===== config.mk =====
export PLATFORM = sky130hd
export DESIGN_NAME = gradient_flow_sequencer_flat
export DESIGN_NICKNAME = d
export VERILOG_FILES = /design/src/rtl/gradient_flow_sequencer_pkg.sv /design/src/rtl/gradient_flow_sequencer_if.sv /design/src/rtl/flow_cycle_timer.sv /design/src/rtl/gradient_flow_sequencer.sv /design/src/flat_wrapper.sv
export SDC_FILE = /design/constraint.sdc
export NUM_CORES = 1
export LEC_CHECK = 0
export CELL_PAD_IN_SITES_DETAIL_PLACEMENT = 0
export CELL_PAD_IN_SITES_GLOBAL_PLACEMENT = 1
export CORE_MARGIN = 8
export CORE_UTILIZATION = 49
export CTS_BUF_LIST = sky130_fd_sc_hd__clkbuf_16
export DETAILED_ROUTE_END_ITERATION = 10
export DONT_BUFFER_PORTS = 1
export PLACE_DENSITY_LB_ADDON = 0.1
export REMOVE_ABC_BUFFERS = 1
export SLEW_MARGIN = 15
export SYNTH_ARGS = -nofsm -noshare
export SYNTH_HDL_FRONTEND = slang
export SYNTH_SLANG_ARGS = --single-unit

===== constraint.sdc =====
create_clock -name clk -period 2.4 [get_ports clk]
set_input_delay 0.6 -clock clk [delete_from_list [all_inputs] [get_ports clk]]
set_output_delay 0.6 -clock clk [all_outputs]
set_load 0.01 [all_outputs]

===== src/rtl/gradient_flow_sequencer_pkg.sv =====
// Shared types and sizing for the serpentine gradient generator sequencer.
package gradient_ctrl_pkg;

   localparam int N_OUT_DEFAULT = 11;
   localparam int IDX_W         = $clog2(N_OUT_DEFAULT);

   // Run phases: prime both inlets, dwell/sample each outlet, flush with buffer.
   typedef enum logic [2:0] {
      IDLE,
      PRIME,
      DWELL,
      SAMPLE,
      NEXT,
      FLUSH
   } seq_state_e;

   // How the flush was reached; selects the done or aborted pulse on exit.
   typedef enum logic {
      END_ABORT = 1'b0,
      END_DONE  = 1'b1
   } end_status_e;

endpackage


===== src/rtl/gradient_flow_sequencer_if.sv =====
// Host/valve/detector signal bundle; the sequencer is the slave side.
interface gradient_flow_sequencer_if #(
   parameter int N_OUT = 11,
   parameter int CNT_W = 16
);
   import gradient_ctrl_pkg::*;

   logic             start;
   logic             abort;
   logic [CNT_W-1:0] dwell_cycles;
   logic             valve_a;
   logic             valve_b;
   logic [N_OUT-1:0] outlet_sel;
   logic [IDX_W-1:0] outlet_idx;
   logic             sample_req;
   logic             sample_ack;
   logic             busy;
   logic             done;
   logic             aborted;

   modport master (
      output start, abort, dwell_cycles, sample_ack,
      input  valve_a, valve_b, outlet_sel, outlet_idx, sample_req, busy, done, aborted
   );

   modport slave (
      input  start, abort, dwell_cycles, sample_ack,
      output valve_a, valve_b, outlet_sel, outlet_idx, sample_req, busy, done, aborted
   );

endinterface


===== src/rtl/flow_cycle_timer.sv =====
// Phase down-counter: loaded on phase entry, flags the last cycle of the phase.
module flow_cycle_timer #(
   parameter int CNT_W = 16
) (
   input  logic             clk,
   input  logic             rst_n,
   input  logic             load,
   input  logic             enable,
   input  logic [CNT_W-1:0] count,
   output logic             expired
);

   logic [CNT_W-1:0] remaining;

   // Load wins over counting; the decrement saturates at zero.
   always_ff @(posedge clk or negedge rst_n) begin
      // NOTE: registers take non-blocking assignments so every flop samples pre-edge values.
      if (!rst_n) begin
         remaining <= '0;
      end else if (load) begin
         remaining <= count;
      end else if (enable && remaining != '0) begin
         remaining <= remaining - 1'b1;
      end
   end

   // One count left marks the final cycle; a zero load behaves like a load of one.
   assign expired = (remaining <= CNT_W'(1));

endmodule


===== src/rtl/gradient_flow_sequencer.sv =====
// Prime/scan/flush sequencer for a 2-inlet serpentine gradient generator.
module gradient_flow_sequencer
   import gradient_ctrl_pkg::*;
#(
   parameter int N_OUT        = N_OUT_DEFAULT,
   parameter int CNT_W        = 16,
   parameter int PRIME_CYCLES = 1000,
   parameter int FLUSH_CYCLES = 500
) (
   input logic                      clk,
   input logic                      rst_n,
   gradient_flow_sequencer_if.slave bus
);

   localparam logic [N_OUT-1:0] SEL_ONE    = {{(N_OUT-1){1'b0}}, 1'b1};
   localparam logic [IDX_W-1:0] LAST_IDX   = IDX_W'(N_OUT - 1);
   localparam logic [CNT_W-1:0] PRIME_LOAD = CNT_W'(PRIME_CYCLES);
   localparam logic [CNT_W-1:0] FLUSH_LOAD = CNT_W'(FLUSH_CYCLES);

   seq_state_e       state;
   end_status_e      end_status;
   logic [CNT_W-1:0] dwell_lat;
   logic             abort_ok;
   logic             tmr_load;
   logic             tmr_en;
   logic [CNT_W-1:0] tmr_val;
   logic             tmr_expired;

   assign abort_ok = bus.abort && (state inside {PRIME, DWELL, SAMPLE, NEXT});
   assign tmr_en   = (state inside {PRIME, DWELL, FLUSH});

   flow_cycle_timer #(.CNT_W(CNT_W)) u_timer (
      .clk     (clk),
      .rst_n   (rst_n),
      .load    (tmr_load),
      .enable  (tmr_en),
      .count   (tmr_val),
      .expired (tmr_expired)
   );

   // Reload the shared timer with the length of whichever phase starts next.
   always_comb begin
      // NOTE: defaults first so every path assigns both outputs and no latch is inferred.
      tmr_load = 1'b0;
      tmr_val  = dwell_lat;
      if (abort_ok) begin
         tmr_load = 1'b1;
         tmr_val  = FLUSH_LOAD;
      end else begin
         case (state)
            IDLE: begin
               tmr_load = bus.start;
               tmr_val  = PRIME_LOAD;
            end
            PRIME:   tmr_load = tmr_expired;
            NEXT: begin
               tmr_load = 1'b1;
               tmr_val  = (bus.outlet_idx == LAST_IDX) ? FLUSH_LOAD : dwell_lat;
            end
            default: tmr_load = 1'b0;
         endcase
      end
   end

   // Phase sequencing with every output registered; abort outranks ack and timer expiry.
   always_ff @(posedge clk or negedge rst_n) begin
      if (!rst_n) begin
         state          <= IDLE;
         end_status     <= END_ABORT;
         dwell_lat      <= '0;
         bus.valve_a    <= 1'b0;
         bus.valve_b    <= 1'b0;
         bus.outlet_sel <= '0;
         bus.outlet_idx <= '0;
         bus.sample_req <= 1'b0;
         bus.busy       <= 1'b0;
         bus.done       <= 1'b0;
         bus.aborted    <= 1'b0;
      end else begin
         bus.done    <= 1'b0;
         bus.aborted <= 1'b0;
         if (abort_ok) begin
            state          <= FLUSH;
            end_status     <= END_ABORT;
            bus.valve_a    <= 1'b0;
            bus.outlet_sel <= '0;
            bus.sample_req <= 1'b0;
         end else begin
            case (state)
               IDLE: if (bus.start) begin
                  state       <= PRIME;
                  dwell_lat   <= (bus.dwell_cycles == '0) ? CNT_W'(1) : bus.dwell_cycles;
                  bus.valve_a <= 1'b1;
                  bus.valve_b <= 1'b1;
                  bus.busy    <= 1'b1;
               end
               PRIME: if (tmr_expired) begin
                  state          <= DWELL;
                  bus.outlet_idx <= '0;
                  bus.outlet_sel <= SEL_ONE;
               end
               DWELL: if (tmr_expired) begin
                  state          <= SAMPLE;
                  bus.sample_req <= 1'b1;
               end
               SAMPLE: if (bus.sample_ack && bus.sample_req) begin
                  state          <= NEXT;
                  bus.sample_req <= 1'b0;
                  bus.outlet_sel <= '0;
               end
               NEXT: if (bus.outlet_idx == LAST_IDX) begin
                  state       <= FLUSH;
                  end_status  <= END_DONE;
                  bus.valve_a <= 1'b0;
               end else begin
                  state          <= DWELL;
                  bus.outlet_idx <= bus.outlet_idx + 1'b1;
                  bus.outlet_sel <= SEL_ONE << (bus.outlet_idx + 1'b1);
               end
               FLUSH: if (tmr_expired) begin
                  state       <= IDLE;
                  bus.valve_b <= 1'b0;
                  bus.busy    <= 1'b0;
                  bus.done    <= (end_status == END_DONE);
                  bus.aborted <= (end_status == END_ABORT);
               end
               default: state <= IDLE;
            endcase
         end
      end
   end

   // Never two outlets at once, and reagent never flows without buffer.
   a_sel_onehot: assert property (@(posedge clk) disable iff (!rst_n) $onehot0(bus.outlet_sel));
   a_a_needs_b:  assert property (@(posedge clk) disable iff (!rst_n) bus.valve_a |-> bus.valve_b);

endmodule


===== src/flat_wrapper.sv =====
// flat-port wrapper written by rule: the top's interface ports become plain ports
module gradient_flow_sequencer_flat import gradient_ctrl_pkg::*;
#(
   parameter int N_OUT        = N_OUT_DEFAULT,
   parameter int CNT_W        = 16,
   parameter int PRIME_CYCLES = 1000,
   parameter int FLUSH_CYCLES = 500
)
  (clk, rst_n, bus_start, bus_abort, bus_dwell_cycles, bus_sample_ack, bus_valve_a, bus_valve_b, bus_outlet_sel, bus_outlet_idx, bus_sample_req, bus_busy, bus_done, bus_aborted);
  gradient_flow_sequencer_if #(.N_OUT(N_OUT), .CNT_W(CNT_W)) bus_i ();
  input logic clk;
  input logic rst_n;
  input wire logic [$bits(bus_i.start)-1:0] bus_start;
  input wire logic [$bits(bus_i.abort)-1:0] bus_abort;
  input wire logic [$bits(bus_i.dwell_cycles)-1:0] bus_dwell_cycles;
  input wire logic [$bits(bus_i.sample_ack)-1:0] bus_sample_ack;
  output wire logic [$bits(bus_i.valve_a)-1:0] bus_valve_a;
  output wire logic [$bits(bus_i.valve_b)-1:0] bus_valve_b;
  output wire logic [$bits(bus_i.outlet_sel)-1:0] bus_outlet_sel;
  output wire logic [$bits(bus_i.outlet_idx)-1:0] bus_outlet_idx;
  output wire logic [$bits(bus_i.sample_req)-1:0] bus_sample_req;
  output wire logic [$bits(bus_i.busy)-1:0] bus_busy;
  output wire logic [$bits(bus_i.done)-1:0] bus_done;
  output wire logic [$bits(bus_i.aborted)-1:0] bus_aborted;
  assign bus_i.start = bus_start;
  assign bus_i.abort = bus_abort;
  assign bus_i.dwell_cycles = bus_dwell_cycles;
  assign bus_i.sample_ack = bus_sample_ack;
  assign bus_valve_a = bus_i.valve_a;
  assign bus_valve_b = bus_i.valve_b;
  assign bus_outlet_sel = bus_i.outlet_sel;
  assign bus_outlet_idx = bus_i.outlet_idx;
  assign bus_sample_req = bus_i.sample_req;
  assign bus_busy = bus_i.busy;
  assign bus_done = bus_i.done;
  assign bus_aborted = bus_i.aborted;
  gradient_flow_sequencer #(.N_OUT(N_OUT), .CNT_W(CNT_W), .PRIME_CYCLES(PRIME_CYCLES), .FLUSH_CYCLES(FLUSH_CYCLES)) u_core (.clk(clk), .rst_n(rst_n), .bus(bus_i));
endmodule

==> impl_metrics.ini <==
[floorplan]
placementRows = 28
io-pin-count = 42
die-height_um = 94.4
fp.dieW_um = 94.4
starting_density_of_the_core_pct = 50.8
core_area_um2 = 5920
die_area_um2 = 8900

[power]
netSwitchingPower_mw = 1.87
internal_power_component_mw = 2.74
sw_frac_of_total_pct = 40.5
power.leakage_nw = 1.43
power.share.sequential_pct = 37.5
power.density_nw_per_um2 = 1370
p_clk_share_pct = 17.9
power_frac_comb_pct = 44.6
vdd_drop_max_uv = 589

[setup_path]
worst_setup_path_end_kind = flop
category_of_the_worst_setup_path_launch_point = flop
cp.arrival_ns = 2.43
crit_path_max_fanout = 5
worstSetupPathType = flop to flop
worst_ep_required_time_ns = 2.56

[sta]
finalWorstPathRequiredPeriod_ns = 2.27
slew-limit-headroom_pct = 33.7
fin_setup_tns_ns = 0
fmax_mhz = 440
transition_time_at_the_pin_with_the_least_slew_margin_ns = 0.990
report.final.slew_viol_count = 0
final.setup.worst_slack_ns = 0.127
setup_violation_total_in_the_final_timing_report = 0
fin_hold_viols = 0
post_route_clock_period_utilization_pct = 94.7
fin_skew_ns = 0.00651

[layout]
layout-drive-gt1-share_pct = 12.1
synthToLayoutAreaGrowth_pct = 11.6
insertedDiodeCount = 0
seqCellArea_um2 = 1400
layout.cells.non_filler = 389
nets = 342
design_area_um2 = 3360
nFillCells = 529
finalCoreUtilization_pct = 56.7
area_used_by_multi_input_combinational_logic_um2 = 1470

[synth]
area_of_the_mapped_netlist_um2 = 3010
synth_area_leaders = dfrtp_1 47%, a22o_1 5.2%, xnor2_1 3.5%
ys_seq_area_share_pct = 46.6
ys_ff_latch = 56
synthDominantAreaCellType = dfrtp_1
avgSynthCellArea_um2 = 9.89
ys_types = 51
post_synthesis_cells = 304
synthesis.yosys.warnings = 0
ffs_w_async_s_r_synth_pct = 100
yosys.area.top_type_share_pct = 46.6
number_of_enable_type_register_cells_in_the_synthesized_netlist = 0
synth_flop_cell = dfrtp_1

[cts]
clock_tree.root_cell = clkbuf_16
total_cts_buffers = 5
clock_latency_ns = 0.29
postCtsSetupBuffers = 0
cts_tree = built
cts.reportedPaths.clkPinSlew_ns = 0.07
htreeDepth = 2
cts_sinks = 56
clk_path_buf_depth = 2

[place]
place_ws_ns = 0.143
post_dp_cell_area_um2 = 3150
gp_routability_congestion = 0.825
place.port_buffers = 0
hpwl_mm = 5.26
post-place-cells = 379

[hold_path]
hold_path.class = input port to async pin

[drt]
detail_route.drc_violations = 0
drt-wirelength-per-cell_um = 18.4
drtPass1Iterations = 4
routed-via-count = 2308
ant_nets = 0
drt-vias-per-instance = 5.93
postRouteWirelength_mm = 7.16
dr.first_iter.drc_count = 182

[run]
drv.max_cap_violation_count = 0

[outcome]
status = finished clean

[global_routing]
maximum_number_of_pins_on_one_net_before_global_route_repair = 52
vias_in_the_first_global_route = 2359
global_route_wire_length_before_repair_mm = 11.9
grt_antenna_before_repair = 0
grt_usage_pct = 16.8
grt.overflow.total = 0
==> power groups by stage <==
stage          clock (mW)  sequential (mW)  combinational (mW)
3_5_place_dp            0             1.74                2.02
4_1_cts             0.843             1.73                2.06
3_3_place_gp            0             1.73                2.01
2_1_floorplan           0             1.65                1.39
5_1_grt             0.878             1.79                2.31
6_report            0.824             1.73                2.06
==> cells in the mapped netlist, drive strengths merged (3+ instances only) <==
library cell / instances
ha: 8
nand2: 20
a22o: 18
mux2: 5
nand3: 17
nor2: 24
nand2b: 3
o211ai: 3
xnor2: 12
clkbuf: 8
dfrtp: 56
nor3b: 3
nor2b: 4
nor4: 11
nand4: 4
nand3b: 3
a21oi: 14
or4: 4
nor3: 6
inv: 13
o21a: 4
buf: 8
o21ai: 20
a22oi: 3
mux2i: 7
==> cell type report <==
cell class	instances	area share (%)
inverter	13	1.45
timing repair buffer	18	5.07
sequential	56	41.8
multi-input combinational	219	43.9
clock inverter	3	1.27
clock buffer	5	3.73
tap	75	2.80
==> per-layer routing <==
layer / global-route usage, % / wire length (um) / vias to the layer above
li1: - / - / 1121
met1: 24.2 / 3550 / 1114
met2: 24.2 / 3040 / 65
met3: 4.92 / 515 / 8
met4: 3.30 / 51 / 0
met5: 0 / 0 / -
==> cells in the final DEF, fill, tap and decap left out, types with 5 or more instances in the layout <==
cell / synthesis / final
a21oi_1: 14 / 14
a22o_1: 18 / 18
buf_4: 4 / 15
clkbuf_16: 0 / 5
dfrtp_1: 56 / 56
ha_1: 8 / 8
inv_1: 13 / 14
mux2_2: 5 / 5
mux2i_1: 7 / 7
nand2_1: 20 / 20
nand3_1: 17 / 17
nor2_1: 24 / 24
nor3_1: 6 / 6
nor4_1: 10 / 10
o21ai_0: 17 / 17
xnor2_1: 12 / 12
==> logic make-up after synthesis <==
group | Yosys count | synth area share (%)
flip-flops | 56 | 46.6
adder cells (fa/ha/maj) | 9 | 3.66
buffers and inverters | 29 | 4.70
multiplexers | 12 | 4.20
AND/OR/NAND/NOR | 106 | 18.6
XOR/XNOR | 14 | 4.08
AO/OA/AOI/OAI | 78 | 18.1
==> worst paths after layout <==
path | cells after the start | startpoint | slack [ns] | end
max | 6 | u_core.u_timer.remaining[10] | 0.13 | u_core.bus.outlet_idx[2]
min | 1 | rst_n | 0.16 | u_core.dwell_lat[9]
max reg2reg | 6 | u_core.u_timer.remaining[10] | 0.13 | u_core.bus.outlet_idx[2]
min reg2reg | 1 | u_core.end_status | 0.50 | u_core.bus.aborted
max in group asynchronous | 1 | rst_n | 1.52 | u_core.u_timer.remaining[0]
min in group clk | 1 | bus_abort | 0.42 | u_core.bus.sample_req
==> timing repair <==
| item | in CTS | in global routing |
|---|---|---|
| resized for setup | 0 | 1 |
| hold buffers | 2 | 0 |
| endpoints found under the setup margin | 0 | 1 |
| hold endpoints to repair | 51 | 0 |
==> critical path: stages, from the launching register on <==
cell and delay (ns):
dfrtp_1 0.42, or4_4 0.59, nor4_4 0.30, nand4b_1 0.16, a211o_2 0.42, o21ai_1 0.15, o21ai_0 0.11
==> metrics by stage <==
step	hold WS [ns]	power, mW
after global routing	0.176	4.97
after CTS	0.172	4.63
after floorplan	0.304	3.04
final	0.158	4.61
after detailed placement	0.306	3.76
after global placement	0.306	3.74
==> registers in the layout, indices dropped and copies added (netlist names) <==
name / count
u_core.bus.aborted: 1
u_core.bus.busy: 1
u_core.bus.done: 1
u_core.bus.outlet_idx: 4
u_core.bus.outlet_sel: 11
u_core.bus.sample_req: 1
u_core.bus.valve_a: 1
u_core.dwell_lat: 16
u_core.end_status: 1
u_core.state: 3
u_core.u_timer.remaining: 16
Note: power is estimated with default switching activity, not from simulation.
